--- src/rtl/rf_wb_arbiter.sv ---
// Generic FIFO: DEPTH entries of W bits, registered pointers and occupancy count.
// Latency: a pushed entry is visible at the head on the following cycle.
// Backpressure: full refuses pushes even while a pop happens in the same cycle.
module rf_wb_fifo #(
    parameter int W     = 8,
    parameter int DEPTH = 2
) (
    input  logic         clk,
    input  logic         rst_n,
    input  logic         push_vld,
    input  logic [W-1:0] push_dat,
    input  logic         pop,
    output logic [W-1:0] pop_dat,
    output logic         full,
    output logic         empty
);
    localparam int AW = $clog2(DEPTH);
    localparam logic [AW:0] FULL_CNT = (AW+1)'(DEPTH);

    logic [W-1:0]  mem [DEPTH];
    logic [AW-1:0] wr_ptr;
    logic [AW-1:0] rd_ptr;
    logic [AW:0]   cnt;
    logic          do_push;
    logic          do_pop;

    assign full    = (cnt == FULL_CNT);
    assign empty   = (cnt == '0);
    assign do_push = push_vld && !full;
    assign do_pop  = pop && !empty;
    assign pop_dat = mem[rd_ptr];

    always_ff @(posedge clk or negedge rst_n) begin
        if (!rst_n) begin
            wr_ptr <= '0;
            rd_ptr <= '0;
            cnt    <= '0;
        end else begin
            if (do_push) wr_ptr <= wr_ptr + 1'b1;
            if (do_pop)  rd_ptr <= rd_ptr + 1'b1;
            case ({do_push, do_pop})
                2'b10:   cnt <= cnt + 1'b1;
                2'b01:   cnt <= cnt - 1'b1;
                default: cnt <= cnt;
            endcase
        end
    end

    // Storage needs no reset: the pointers define which entries are live.
    always_ff @(posedge clk) begin
        if (do_push) mem[wr_ptr] <= push_dat;
    end
endmodule

// Register-file write-port arbiter between ALU writeback and buffered load returns.
// Latency: ALU accept -> write next cycle; load accept -> write two cycles later at best.
// Backpressure: alu_ready drops for one forced-load cycle after STARVE_LIM wins; lsu_ready = !full.
module rf_wb_arbiter #(
    parameter int XLEN       = 32,
    parameter int DEPTH      = 2,
    parameter int STARVE_LIM = 4
) (
    input  logic            clk,
    input  logic            rst_n,
    input  logic            alu_valid,
    output logic            alu_ready,
    input  logic [4:0]      alu_rd_addr,
    input  logic [XLEN-1:0] alu_data,
    input  logic            lsu_valid,
    output logic            lsu_ready,
    input  logic [4:0]      lsu_rd_addr,
    input  logic [XLEN-1:0] lsu_data,
    input  logic            issue_valid,
    input  logic            issue_is_load,
    input  logic [4:0]      issue_rd,
    output logic [31:0]     busy,
    output logic            rf_w_en,
    output logic [4:0]      rf_rda,
    output logic [XLEN-1:0] rf_rd
);
    localparam int CW = $clog2(STARVE_LIM + 1);
    localparam logic [CW-1:0] LIM = CW'(STARVE_LIM);

    typedef struct packed {
        logic [4:0]      rd;
        logic [XLEN-1:0] dat;
    } ld_ent_t;

    ld_ent_t       push_ent;
    ld_ent_t       head;
    logic          fifo_full;
    logic          fifo_empty;
    logic [CW-1:0] starve_cnt;
    logic [CW-1:0] starve_nxt;
    logic [31:0]   busy_q;
    logic [31:0]   busy_nxt;
    logic          force_ld;
    logic          alu_acc;
    logic          lsu_acc;
    logic          ld_pop;

    // Readies come from state only; rst_n gating keeps them low while in reset.
    assign force_ld  = !fifo_empty && (starve_cnt == LIM);
    assign alu_ready = rst_n && !force_ld;
    assign lsu_ready = rst_n && !fifo_full;
    assign alu_acc   = alu_valid && alu_ready;
    assign lsu_acc   = lsu_valid && lsu_ready;
    assign ld_pop    = !alu_acc && !fifo_empty;
    assign push_ent  = '{rd: lsu_rd_addr, dat: lsu_data};
    assign busy      = busy_q;

    rf_wb_fifo #(
        .W     ($bits(ld_ent_t)),
        .DEPTH (DEPTH)
    ) u_ld_fifo (
        .clk      (clk),
        .rst_n    (rst_n),
        .push_vld (lsu_acc),
        .push_dat (push_ent),
        .pop      (ld_pop),
        .pop_dat  (head),
        .full     (fifo_full),
        .empty    (fifo_empty)
    );

    always_comb begin
        starve_nxt = '0;
        if (alu_acc && !fifo_empty)
            starve_nxt = (starve_cnt == LIM) ? LIM : starve_cnt + 1'b1;
    end

    // Clear on commit first, then set on issue, so a same-edge set wins.
    always_comb begin
        busy_nxt = busy_q;
        if (ld_pop)
            busy_nxt[head.rd] = 1'b0;
        if (issue_valid && issue_is_load)
            busy_nxt[issue_rd] = 1'b1;
        busy_nxt[0] = 1'b0;
    end

    always_ff @(posedge clk or negedge rst_n) begin
        if (!rst_n) begin
            starve_cnt <= '0;
            busy_q     <= '0;
            rf_w_en    <= 1'b0;
            rf_rda     <= '0;
            rf_rd      <= '0;
        end else begin
            starve_cnt <= starve_nxt;
            busy_q     <= busy_nxt;
            if (alu_acc) begin
                rf_w_en <= (alu_rd_addr != 5'd0);
                rf_rda  <= alu_rd_addr;
                rf_rd   <= alu_data;
            end else if (ld_pop) begin
                rf_w_en <= (head.rd != 5'd0);
                rf_rda  <= head.rd;
                rf_rd   <= head.dat;
            end else begin
                rf_w_en <= 1'b0;
            end
        end
    end

    // Decode must never issue a second load to a register still waiting on one.
    a_one_load_per_rd: assert property (@(posedge clk) disable iff (!rst_n)
        !(issue_valid && issue_is_load && (issue_rd != 5'd0) && busy_q[issue_rd]));
endmodule

--- config.mk ---
export PLATFORM = sky130hd
export DESIGN_NAME = rf_wb_arbiter
export DESIGN_NICKNAME = d
export VERILOG_FILES = /design/src/rtl/rf_wb_arbiter.sv
export SDC_FILE = /design/constraint.sdc
export NUM_CORES = 1
export LEC_CHECK = 0
export CORE_MARGIN = 5
export CORE_UTILIZATION = 52
export CTS_BUF_LIST = sky130_fd_sc_hd__clkbuf_4
export CTS_CLUSTER_SIZE = 14
export DETAILED_ROUTE_END_ITERATION = 8
export HOLD_SLACK_MARGIN = 0.03
export PLACE_DENSITY = 0.83
export SYNTH_ARGS = -nofsm -noshare
export SYNTH_HDL_FRONTEND = slang
export SYNTH_SLANG_ARGS = --single-unit
--- constraint.sdc ---
create_clock -name clk -period 3.2 [get_ports clk]
set_input_delay 0.64 -clock clk [delete_from_list [all_inputs] [get_ports clk]]
set_output_delay 0.64 -clock clk [all_outputs]
set_load 0.02 [all_outputs]
==> implementation parameters <==
Parameter                              Value

Final layout
  Commonest cells after routing, fill and taps aside ... clkdlybuf4s50_1, dfrtp_1, edfxtp_1, nor3_1
  Number of standard cells in the final layout excluding fillers ... 853
  Area used by multi-input combinational logic ... 2350 sq um
  Synthesis-to-finish area growth ... 30.4%
  Seq. cell area ... 4130 sq um
  Fill cell count ... 926
  Nets ... 755
  Leading cell type in the layout, fill and taps excluded ... clkdlybuf4s50_1
  Proportion of layout cells with a drive suffix above 1 ... 0.147

Worst setup path
  Count of buffering cells on the critical path with inverters included ... 3
  Worst reg2reg path endpoint ... rf_rd[23]
  Required arrival time at the worst endpoint ... 2560 ps
  Maximum fanout encountered on the critical timing path ... 26
  Reg-to-reg critical path startpoint ... starve_cnt[0]
  Startpoint type of the worst setup path ... primary input
  Largest delay contributor family on the critical path ... buffers and inverters
  Slowest cell delay on critical path ... 640 ps
  Arrival time reported for the critical path endpoint ... 2370 ps
  FF-to-FF path depth ... 6
  Category of the worst setup path capture point ... primary output
  Cell at the slowest stage of the critical path ... clkdlybuf4s50_1
  Critical Path, Cell by Cell ... dlygate4sd3_1 > buf_4 > a21boi_0 > clkdlybuf4s50_1
  Setup slack of the worst register-to-register path ... 520 ps
  Worst Setup Path Type ... in2out

Global route
  Met3 Resource Use GR ... 0.0699
  Busiest grt layer ... met2
  First-pass GRT wire length ... 26.5 mm
  Total global routing overflow ... 0
  Via count of the first global-routing pass ... 5266
  GRT Resource Usage Total ... 0.227
  Number of antenna violations at the first check in global routing ... 1
  Largest net degree at the start of global routing ... 57
  Met1 Resource Use GR ... 0.276
  Met2 usage ... 0.367

Detailed routing
  Routed vias ... 4988
  Post-detailed-routing wire length ... 16.9 mm
  Drt via density ... 5.85
  Remaining antenna violation count ... 0
  Detailed-routing iteration count for the pre-antenna-repair pass ... 7
  Routed wire per std cell ... 19.9 um
  Number of remaining DRC errors ... 0
  DRC violation total after the first TritonRoute iteration ... 407

Timing
  Number of hold violations in the final report ... 0
  RSZ-0062 raised after global routing ... no
  Transition time of the tightest slew-check pin ... 1050 ps
  Post-layout min period ... 3010 ps
  Slew Limit Headroom ... 0.295
  Fin. max-slew vios ... 0
  Setup tns final ... 0 ps
  F_max ... 0.333 GHz
  Worst Clk Skew ... 18.2 ps
  Share of the cycle needed by the critical path after routing ... 0.939
  Setup-violating endpoint count in the final report ... 0

Placed design
  Number of buffers inserted by port buffering ... 155
  # placed instances ... 819
  Weighted congestion at the end of routability-driven global placement ... 0.870
  Dpl hpwl ... 11.7 mm

Synthesis
  Number of flops mapped to enable cells by yosys ... 74
  Post-synthesis cell type count ... 42
  Register bit count reported by yosys ... 150
  Syn Nets ... 602
  Syn avg cell area ... 13.2 sq um
  Number of synthesis warnings ... 0
  Post-Syn Instances ... 514
  Post-synthesis instance area ... 6780 sq um
  Share of flip-flops with an asynchronous set or reset ... 0.507
  Share of the yosys chip area belonging to registers ... 0.608
  Leading register cell type out of synthesis ... dfrtp_1

Power
  Power per Cell Area ... 821 nW/um^2
  Total leakage power ... 3.44 nW
  Tot Pwr ... 7.26 mW
  Largest voltage drop on the vdd net ... 0.000505 V

Hold path
  Cell depth of the worst min-delay path ... 1
  Endpoint, Worst Hold ... starve_cnt[0]
  Worst hold-check path type ... reg2reg
  Beginning of the worst hold path ... starve_cnt[0]

Run
  Number of violations of the max-capacitance limit ... 0

Floorplan
  Vert. Die Dim ... 124 um
  Placeable Area ... 12700 sq um
  Row Count ... 41
  Boundary pin count ... 157
  Area of the die ... 15400 sq um
  Initial cell density of the core ... 0.533
  Die X-Extent ... 124 um

Clock network
  TritonCTS buffer count ... 17
  Clock buffer depth ... 2
  Clock sink count ... 150
  Clock latency of the later-clocked register in the worst-skew pair ... 540 ps
  Clock-pin transition on the worst setup and hold timing paths ... 120 ps
  Cells resized by post-CTS repair ... 0
  H-Tree Depth ... 4
  CTS tree ... yes
  CTS Root Buffer Type ... clkbuf_4

Run status
  Status ... complete, no violations
==> flip-flops by register name, indices dropped and copies added (netlist names) <==
signal            cells
rf_rd                32
u_ld_fifo.mem        74
u_ld_fifo.rd_ptr      1
rf_w_en               1
u_ld_fifo.wr_ptr      1
u_ld_fifo.cnt         2
rf_rda                5
starve_cnt            3
busy                 31
==> what timing repair did <==
action                                  4_1_cts  5_1_grt
hold endpoints to repair                     20        0
hold buffers                                  1        0
setup buffers                                 0        0
endpoints found under the setup margin        0        0
==> worst max path at each step <==
stage	end	depth (start not counted)	startpoint	slack [ps]
6_report	alu_ready	4	rst_n	190
2_1_floorplan	u_ld_fifo.mem[0][0]	4	u_ld_fifo.cnt[1]	350
4_1_cts	lsu_ready	3	u_ld_fifo.cnt[0]	170
5_1_grt	lsu_ready	3	u_ld_fifo.cnt[0]	50
3_5_place_dp	rf_rd[23]	6	starve_cnt[0]	550
3_3_place_gp	rf_rd[24]	5	alu_valid	640
==> routing by layer <==
| metal | wire, um | vias up |
|---|---|---|
| li1 | - | 2255 |
| met4 | 556 | 0 |
| met2 | 8360 | 272 |
| met3 | 1480 | 50 |
| met5 | 0 | - |
| met1 | 6540 | 2411 |
==> Yosys cell counts, drive strengths merged, types with 4 or more instances <==
| library cell | n | area share |
|---|---|---|
| dfrtp | 76 | 0.28 |
| edfxtp | 74 | 0.33 |
| mux2 | 42 | 0.071 |
| nor3 | 40 | 0.030 |
| a21oi | 37 | 0.027 |
| mux2i | 37 | 0.060 |
| inv | 35 | 0.019 |
| o21ai | 34 | 0.026 |
| o211ai | 32 | 0.035 |
| a22oi | 31 | 0.034 |
| buf | 20 | 0.020 |
| clkbuf | 14 | 0.0078 |
| xnor2 | 5 | 0.0065 |
| a2111oi | 4 | 0.016 |
| nor2 | 4 | 0.0033 |
| nor3b | 4 | 0.0044 |
==> power by group <==
group | internal [mW] | switching [mW]
sequential | 2.47 | 0.330
combinational | 1.42 | 1.65
clock | 0.715 | 0.672
==> layout make-up <==
type | instances | area share
repair buffers | 168 | 0.188
flip-flops and latches | 150 | 0.467
clock inverters | 13 | 0.0234
multi-input cells | 295 | 0.266
diodes | 1 | 0.000283
well taps | 172 | 0.0244
clock buffers | 19 | 0.0161
inverters | 35 | 0.0149
==> cell families after synthesis <==
family,Yosys count,synth area share
buf+inv,69,0.0471
fa+ha+maj,3,0.00554
xor+xnor,5,0.00646
compound gates,142,0.144
flops,150,0.608
mux,79,0.132
simple gates,65,0.0559
other cells,1,0.000553
==> worst reg2reg max path: stages, from the launching register on <==
cell	delay, ps
dfrtp_1	420
inv_1	70
ha_1	190
nand2_1	280
o21ai_4	910
buf_4	350
mux2_2	360
==> through the flow <==
| stage | hold WS (ps) | area (sq um) | util | setup slack (ps) |
|---|---|---|---|---|
| 2_1_floorplan | 344 | 6780 | - | 347 |
| 3_3_place_gp | 456 | 8470 | 0.666 | 638 |
| 4_1_cts | 498 | 8830 | 0.694 | 172 |
| 5_1_grt | 534 | 8840 | 0.695 | 48.1 |
| 6_report | 503 | 8840 | 0.695 | 194 |
| 3_5_place_dp | 479 | 8470 | 0.666 | 548 |
No activity file was read; power rests on OpenSTA's default activity.
